--- config.mk ---
export PLATFORM = sky130hd
export DESIGN_NAME = rpn_sequencer_flat
export DESIGN_NICKNAME = d
export VERILOG_FILES = /design/src/rtl/rpn_sequencer_if.sv /design/src/rtl/rpn_sequencer.sv /design/src/flat_wrapper.sv
export SDC_FILE = /design/constraint.sdc
export NUM_CORES = 1
export LEC_CHECK = 0
export ABC_AREA = 1
export BUFFER_PORTS_ARGS = -buffer_cell sky130_fd_sc_hd__buf_2
export CAP_MARGIN = 20
export CORE_ASPECT_RATIO = 0.8
export CORE_MARGIN = 2
export CORE_UTILIZATION = 55
export CTS_BUF_LIST = sky130_fd_sc_hd__clkbuf_8 sky130_fd_sc_hd__clkbuf_16
export DETAILED_ROUTE_END_ITERATION = 10
export PLACE_DENSITY = 0.82
export SKIP_CTS_REPAIR_TIMING = 1
export SLEW_MARGIN = 10
export SYNTH_ARGS = -nofsm -noshare
export SYNTH_HDL_FRONTEND = slang
export SYNTH_SLANG_ARGS = --single-unit
--- constraint.sdc ---
create_clock -name step -period 5 [get_ports step]
set_clock_uncertainty 0.2 [all_clocks]
set_input_delay 0.25 -clock step [delete_from_list [all_inputs] [get_ports step]]
set_output_delay 0.25 -clock step [all_outputs]
set_load 0.05 [all_outputs]
--- src/rtl/rpn_sequencer_if.sv ---
// Sequencer bus: instruction-memory write port, run control, calculator command/status, run results.
// master is the sequencer itself; slave is the host plus the calculator.
interface rpn_sequencer_if #(parameter int AW = 5);
    logic          wr_en;
    logic [AW-1:0] wr_addr;
    logic [17:0]   wr_data;
    logic [AW:0]   prog_len;
    logic          start;
    logic          abort;
    logic [15:0]   calc_out;
    logic [9:0]    calc_cnt;
    logic          calc_push;
    logic [1:0]    calc_op;
    logic [15:0]   calc_d;
    logic          busy;
    logic          done;
    logic [2:0]    err;
    logic [15:0]   result;
    logic [AW:0]   pc;

    modport master (
        input  wr_en, wr_addr, wr_data, prog_len, start, abort, calc_out, calc_cnt,
        output calc_push, calc_op, calc_d, busy, done, err, result, pc
    );

    modport slave (
        output wr_en, wr_addr, wr_data, prog_len, start, abort, calc_out, calc_cnt,
        input  calc_push, calc_op, calc_d, busy, done, err, result, pc
    );
endinterface

--- src/rtl/rpn_sequencer.sv ---
// RPN program sequencer: one registered calculator command per cycle, done L+2 edges after start.
// No backpressure; illegal stack use or abort ends the run early and returns to IDLE.
module rpn_sequencer #(
    parameter int AW        = 5,
    parameter int DEPTH_MAX = 1000
) (
    input  logic          step,
    input  logic          nrst,
    rpn_sequencer_if.master bus
);
    typedef enum logic [1:0] {IDLE, RUN, DRAIN, FIN} state_t;

    localparam logic [9:0] DMAX   = 10'(DEPTH_MAX);
    localparam logic [1:0] K_PUSH = 2'd0;
    localparam logic [1:0] K_NEG  = 2'd1;

    logic [17:0] mem [2**AW];
    state_t      state;
    logic [9:0]  depth;
    logic [AW:0] len;

    logic [17:0] instr;
    logic [1:0]  kind;
    logic        legal;
    logic        over;
    logic [AW:0] pc_next;

    always_ff @(posedge step) begin
        if (bus.wr_en && state == IDLE) begin
            mem[bus.wr_addr] <= bus.wr_data;
        end
    end

    // Legality is judged on the shadow depth so nothing illegal ever reaches the calculator.
    always_comb begin
        instr   = mem[bus.pc[AW-1:0]];
        kind    = instr[17:16];
        pc_next = bus.pc + 1'b1;
        over    = 1'b0;
        case (kind)
            K_PUSH: begin
                legal = depth < DMAX;
                over  = 1'b1;
            end
            K_NEG:   legal = depth != 10'd0;
            default: legal = depth >= 10'd2;
        endcase
    end

    always_ff @(posedge step or negedge nrst) begin
        if (!nrst) begin
            state         <= IDLE;
            depth         <= '0;
            len           <= '0;
            bus.calc_push <= 1'b0;
            bus.calc_op   <= 2'd0;
            bus.calc_d    <= 16'd0;
            bus.busy      <= 1'b0;
            bus.done      <= 1'b0;
            bus.err       <= 3'd0;
            bus.result    <= 16'd0;
            bus.pc        <= '0;
        end else begin
            bus.calc_push <= 1'b0;
            bus.calc_op   <= 2'd0;
            bus.done      <= 1'b0;
            if (state != IDLE && bus.abort) begin
                state    <= IDLE;
                bus.busy <= 1'b0;
            end else begin
                case (state)
                    IDLE: begin
                        if (bus.start && !bus.abort) begin
                            bus.pc   <= '0;
                            depth    <= bus.calc_cnt;
                            bus.err  <= 3'd0;
                            len      <= bus.prog_len;
                            bus.busy <= 1'b1;
                            state    <= (bus.prog_len != '0) ? RUN : FIN;
                        end
                    end
                    RUN: begin
                        if (legal) begin
                            if (kind == K_PUSH) begin
                                bus.calc_push <= 1'b1;
                                bus.calc_d    <= instr[15:0];
                                depth         <= depth + 1'b1;
                            end else if (kind == K_NEG) begin
                                bus.calc_op <= kind;
                            end else begin
                                bus.calc_op <= kind;
                                depth       <= depth - 1'b1;
                            end
                            bus.pc <= pc_next;
                            if (pc_next == len) begin
                                state <= DRAIN;
                            end
                        end else begin
                            bus.err  <= over ? 3'd2 : 3'd1;
                            bus.busy <= 1'b0;
                            state    <= IDLE;
                        end
                    end
                    DRAIN: state <= FIN;
                    FIN: begin
                        bus.result <= bus.calc_out;
                        if (bus.calc_cnt != depth) begin
                            bus.err <= 3'd3;
                        end
                        bus.done <= 1'b1;
                        bus.busy <= 1'b0;
                        state    <= IDLE;
                    end
                    default: state <= IDLE;
                endcase
            end
        end
    end
endmodule
--- src/flat_wrapper.sv ---
// flat-port wrapper written by rule: the top's interface ports become plain ports
module rpn_sequencer_flat 
#(
    parameter int AW        = 5,
    parameter int DEPTH_MAX = 1000
)
  (step, nrst, bus_wr_en, bus_wr_addr, bus_wr_data, bus_prog_len, bus_start, bus_abort, bus_calc_out, bus_calc_cnt, bus_calc_push, bus_calc_op, bus_calc_d, bus_busy, bus_done, bus_err, bus_result, bus_pc);
  rpn_sequencer_if #(.AW(AW)) bus_i ();
  input  logic step;
  input  logic nrst;
  input wire logic [$bits(bus_i.wr_en)-1:0] bus_wr_en;
  input wire logic [$bits(bus_i.wr_addr)-1:0] bus_wr_addr;
  input wire logic [$bits(bus_i.wr_data)-1:0] bus_wr_data;
  input wire logic [$bits(bus_i.prog_len)-1:0] bus_prog_len;
  input wire logic [$bits(bus_i.start)-1:0] bus_start;
  input wire logic [$bits(bus_i.abort)-1:0] bus_abort;
  input wire logic [$bits(bus_i.calc_out)-1:0] bus_calc_out;
  input wire logic [$bits(bus_i.calc_cnt)-1:0] bus_calc_cnt;
  output wire logic [$bits(bus_i.calc_push)-1:0] bus_calc_push;
  output wire logic [$bits(bus_i.calc_op)-1:0] bus_calc_op;
  output wire logic [$bits(bus_i.calc_d)-1:0] bus_calc_d;
  output wire logic [$bits(bus_i.busy)-1:0] bus_busy;
  output wire logic [$bits(bus_i.done)-1:0] bus_done;
  output wire logic [$bits(bus_i.err)-1:0] bus_err;
  output wire logic [$bits(bus_i.result)-1:0] bus_result;
  output wire logic [$bits(bus_i.pc)-1:0] bus_pc;
  assign bus_i.wr_en = bus_wr_en;
  assign bus_i.wr_addr = bus_wr_addr;
  assign bus_i.wr_data = bus_wr_data;
  assign bus_i.prog_len = bus_prog_len;
  assign bus_i.start = bus_start;
  assign bus_i.abort = bus_abort;
  assign bus_i.calc_out = bus_calc_out;
  assign bus_i.calc_cnt = bus_calc_cnt;
  assign bus_calc_push = bus_i.calc_push;
  assign bus_calc_op = bus_i.calc_op;
  assign bus_calc_d = bus_i.calc_d;
  assign bus_busy = bus_i.busy;
  assign bus_done = bus_i.done;
  assign bus_err = bus_i.err;
  assign bus_result = bus_i.result;
  assign bus_pc = bus_i.pc;
  rpn_sequencer #(.AW(AW), .DEPTH_MAX(DEPTH_MAX)) u_core (.step(step), .nrst(nrst), .bus(bus_i));
endmodule
---- After elaboration in Yosys (flattened, before gate mapping) ----
Memory sizes are Yosys's and may differ from the RTL's.
Cells that the tools add are included.
storage, ports and cells
  memories kept ........................... 1
  output and inout bits ................... 46
  bits in latches ......................... 0
  input bits .............................. 60
  memory bits (writable) .................. 576
  memory bits (read-only) ................. 0
  register bits after elaboration ......... 64
  logic and storage cells ................. 88
cells by class
  $mul .................................... 0
  equal/unequal tests ..................... 14
  bitwise gates (word level) .............. 1
  shift-type cells ........................ 0
  reduce and logical (&&, ||, !) cells .... 20
  order comparisons ....................... 2
  muxes and demuxes ....................... 36
  divide/modulo/power cells ............... 0
  $add $sub $neg .......................... 3
memories
  memory      words  bits a word  read ports  clocked after Yosys merged registers in  wr ports  RTL line             text
  u_core.mem  32     18           1           0                                        1         rpn_sequencer.sv:17  logic [17:0] mem [2**AW];
operators with widths
  operator                                               count
  2-to-1 mux 10 bit                                      4
  2-to-1 mux 2 bit                                       10
  one-hot mux 10 bit (2 select lines)                    1
  2-to-1 mux 6 bit                                       2
  one-hot mux 6 bit (2 select lines)                     1
  2-to-1 mux 1 bit                                       11
  adder 10 x 1 -> 10 bit (second input constant)         1
  >= comparator 10 x 2 -> 1 bit (second input constant)  1
  less-than comparator 10 bit (second input constant)    1
  inequality test 10 bit                                 1
  AND reduction 5 bit                                    2
  nonzero test 10 bit                                    1
  subtractor 10 x 1 -> 10 bit (second input constant)    1
  2-to-1 mux 3 bit                                       3
  one-hot mux 3 bit (3 select lines)                     1
  one-hot mux 2 bit (4 select lines)                     1
  AND reduction 4 bit                                    2
  adder 6 x 1 -> 6 bit (second input constant)           1
  == test 6 bit                                          1
  inequality test 3 bit (second input constant)          2
  AND reduction 3 bit                                    2
  nonzero test 6 bit                                     1
  == test 2 x 1 -> 1 bit (second input constant)         2
  == test 2 bit (second input constant)                  2
  other kinds (14)                                       21

---- Depth between registers and ports, before layout ----
  depth after elaboration ................. 6
  gate-level depth with buffers ........... 26

---- Least setup slack after synthesis ----
No wires, ideal clock.
  kind .................................... reg2reg
  from .................................... register u_core.bus.pc[0]
  to ...................................... register u_core.depth[8]
  path slack .............................. 1516 ps
  data required time ...................... 4684 ps
  stages on the path, launching flop included .. 23
  clock period less this slack ............ 3484 ps
  data arrival time ....................... 3167 ps
  cell sequence ........................... dfrtp_1 buf_6 buf_2 nand2_1 nand2_1 nand2_1 nand3_1 nand3_1 nand3_1 nand2_2 nand2_4 buf_6 buf_2 buf_2 ha_1 nand2_1 nor2_1 a221oi_1 nand2_1 nand2_1 nand3_1 nand2_1 nand2_1
on the way
  word-level cells in the longest chain between the ends .. 5
RTL lines
  item                                                                                         RTL line                                                       text
  from (decl)                                                                                  rpn_sequencer_if.sv:23                                         output calc_push, calc_op, calc_d, busy, done, err, result, pc
  from (signal assigned)                                                                       rpn_sequencer.sv:94                                            bus.pc <= pc_next;
  memory read (32 x 18 bit) *                                                                  n/a
  == test 2 x 1 -> 1 bit / logical NOT 2 bit (equally long branches)                           rpn_sequencer.sv:40, rpn_sequencer.sv:88, rpn_sequencer.sv:84
  one-hot mux 1 bit (2 select lines) / 2-to-1 mux 10 bit (equally long branches)               rpn_sequencer.sv:40, rpn_sequencer.sv:84
  inequality test 2 x 1 -> 1 bit (no line) / 2-to-1 mux 10 bit (equally long branches)         n/a
  AND reduction 5 bit (no line) / one-hot mux 10 bit (2 select lines) (equally long branches)  n/a
  to (signal assigned)                                                                         rpn_sequencer.sv:75                                            depth <= bus.calc_cnt;
  to (signal assigned)                                                                         rpn_sequencer.sv:87                                            depth <= depth + 1'b1;
  to (signal assigned)                                                                         rpn_sequencer.sv:92                                            depth <= depth - 1'b1;
  to (decl)                                                                                    rpn_sequencer.sv:19                                            logic [9:0] depth;
Mark *: on every way between the ends. The rest lies on a longest branch, timed or not. The select of a mux whose other input is x is not followed.
A chain may end at the register's enable or synchronous reset.

---- Worst setup path in the final report ----
  from .................................... register u_core.bus.pc[0]
  to ...................................... register u_core.bus.calc_d[12]
on the way
  word-level cells in the longest chain between the ends .. 4
RTL lines
  item                                                                RTL line                                  text
  memory read (32 x 18 bit) *                                         n/a
  == test 2 x 1 -> 1 bit / logical NOT 2 bit (equally long branches)  rpn_sequencer.sv:40, rpn_sequencer.sv:84
  one-hot mux 1 bit (2 select lines)                                  rpn_sequencer.sv:40                       case (kind)
  AND reduction 4 bit (no line)                                       n/a
  to (signal assigned)                                                rpn_sequencer.sv:86                       bus.calc_d <= instr[15:0];
  to (decl)                                                           rpn_sequencer_if.sv:23
Mark *: on every way between the ends. The rest lies on a longest branch, timed or not.

==> metrics.txt <==
CP startpoint kind flop; Gate Count Post-Synth 2,104; RSZ-0062 raised after global routing false; PD cells 537.0 nW/um2; Initial Util 55.54%; via/cell ratio 6.361; final worst path period need 4116 ps; Vias 18,420; grt ovf 0; most numerous cell in the Yosys netlist edfxtp_1; worst setup path category reg2reg; Hold WC Path Type in2reg; Area Overhead vs Synth 13.57%; setup violators final 0; DR WL met2 32,050 um; CTS tree done; Distinct cells, synth 40; most frequent cells after synthesis 576 x edfxtp_1, 318 x nor2_1, 285 x o21ai_0, 261 x nand2_1, 117 x nand3_1; first-pass GRT wire length 101,900 um; layout cells sized above 1 13.02%; post-route setup slack 883.6 ps; number of max-cap violations 0; initial antenna violation count 1; Yosys warnings 0; IO Count 106; vias in the first global route 17,390; RePlAce Congestion 0.8741; DIE AREA 49,130 um2; Tot GR Track Use 27.47%; number of flops mapped to enable cells by yosys 576; WP data arrival 4390 ps; cell taking the most area after synthesis edfxtp_1; detailed placer's ending HPWL 38,180 um; P_leak 0.01049 uW; Die Span Y 198.7 um; clk sinks 639; crit end category flop; die width 247.3 um; mean post-synth cell area 12.38 um2; count of final hold-check violations 22; Post-Route WL 68,870 um; CTS buffer count 56; Syn Nets 2,169; CP required 5280 ps; clock tree buffer depth 3; dpl ws 995.3 ps; Nets 2,293; Worst Tran Pin Value 996.5 ps; ANT nets after route 0; synthesized cell area 26,050 um2; met1 wire length 25,970 um; Rows 71; H-tree depth 2; worst-path fanout max 122; WL/cell 23.78 um; Seq/Total Area, Yosys 72.45%; top layer in use met4; top post-synthesis cells by area edfxtp_1 66%, dfrtp_1 6.1%, o21ai_0 5.5%, nor2_1 4.6%, o221ai_1 3.8%; Most used DFF post-synth edfxtp_1; outcome finished with violations; routed wl met3 8442 um; crit share post-route 82.33%; Peak Freq 242.9 MHz; Hold Slack -11.63 ps; max-slew violation count 0; top-area cell type share of the netlist area 66.40%; Slew headroom 33.57%; peak supply drop 0.0003974 V; pin count of the biggest net entering global routing 169; failing checks hold timing; port bufs 104; setup TNS 0 ps; floorplan core area 46,910 um2; worst reg2reg setup slack 880 ps; root buf cell clkbuf_16; ys async rst share 9.859%; DR DRC count 0; flops & latches, synth 639; drt pass-1 iters 8; clk_lat worst skew 630 ps; initial drt markers 2,984; clock-pin slew on the worst setup and hold paths 70 ps
-- through the flow --
| stage | area (um2) | util (%) | cells | power, uW | hold WS [ps] |
|---|---|---|---|---|---|
| after CTS | 29080 | 61.99 | 2843 | 15760 | -515.8 |
| after detailed placement | 27200 | 57.99 | 2740 | 11430 | 129.2 |
| after floorplan | 26050 | - | 2104 | 10080 | -245.6 |
| after global placement | 27200 | 57.99 | 2740 | 11280 | 112.2 |
| after global routing | 29580 | 63.06 | 2893 | 16580 | 9.445 |
| final | 29580 | 63.07 | 2896 | 15890 | -11.63 |
-- placed cells by master, fill, tap and decap left out, types with 6 or more instances in the layout --
cell / instances
o221ai_1: 112
clkinv_2: 9
o21ai_1: 27
xnor2_1: 6
inv_1: 77
buf_4: 47
buf_2: 104
a21oi_1: 40
o211ai_1: 18
nand2_1: 261
o21ai_0: 285
clkinv_1: 11
nor2_2: 36
nor2_1: 286
xor2_1: 6
o22ai_1: 23
dfrtp_1: 60
dlygate4sd3_1: 50
clkbuf_16: 56
nand3_1: 117
edfxtp_1: 576
bufinv_16: 7
-- worst paths after layout --
path	depth (start not counted)	end	start
worst min register to register	2	u_core.bus.result[1]	u_core.bus.result[1]
min in group asynchronous	2	u_core.depth[9]	nrst
worst min-delay path	1	u_core.mem[8][9]	bus_wr_data[9]
worst max register to register	20	u_core.bus.calc_d[12]	u_core.bus.pc[0]
max in group asynchronous	3	u_core.bus.pc[2]	nrst
worst max-delay path	20	u_core.bus.calc_d[12]	u_core.bus.pc[0]
-- critical path, stage by stage, from the launching register on --
cell and delay, ps:
dfrtp_4 710, inv_8 570, nand2_1 120, nand2_1 100
nand2_1 50, nand2_1 90, nand2_1 50, nand2_1 80
nand2_1 50, nand3_1 120, nand2_2 150, nand2_4 380
clkinv_1 190, nand2_1 110, nand2_2 70, nand3_2 90
nor2_4 50, inv_2 380, nor2_8 120, o21ai_1 120
nand2_1 90
-- metal layers --
metal / GRT usage (%) / up-vias
li1: - / 7951
met2: 42.57 / 1390
met5: 0 / -
met3: 5.113 / 202
met4: 10.16 / 0
met1: 39.15 / 8879
-- final cells by class --
cell class                 count  area, um2
sequential                   639      18880
fill                        3265      17320
multi-input combinational   1258       6370
clock buffer                  58       1429
timing repair buffer         202       1394
tap                          620      775.7
clock inverter                45      447.9
inverter                      71      276.5
antenna                        3      7.507
-- sequential cells by signal, summed over array words and instances, names as in the netlist --
name,cells
u_core.bus.done,1
u_core.len,6
u_core.bus.err,2
u_core.depth,10
u_core.bus.calc_op,2
u_core.bus.pc,6
u_core.bus.calc_d,16
u_core.bus.result,16
u_core.bus.calc_push,1
u_core.mem,576
u_core.state,2
u_core.bus.busy,1
-- where the power goes --
group	switching (uW)	leakage [uW]	total, uW	internal [uW]
Sequential	313	0.00598	6410	6100
Combinational	3720	0.00355	5100	1380
Clock	1930	0.000961	4380	2450
-- cell families (layout without fill, tap and decap cells) --
family / after synthesis / count (layout) / synth area share, %
and+or+nand+nor: 724 / 724 / 11.45
buffers and inverters: 207 / 376 / 3.405
xor gates and xnor gates: 12 / 12 / 0.4035
DFF: 639 / 639 / 72.45
AOI/OAI and AO/OA: 512 / 512 / 11.87
muxes: 4 / 4 / 0.1729
adders and majority gates: 5 / 5 / 0.2402
other: 1 / 4 / 0.01440
(Power assumes the default switching activity.)
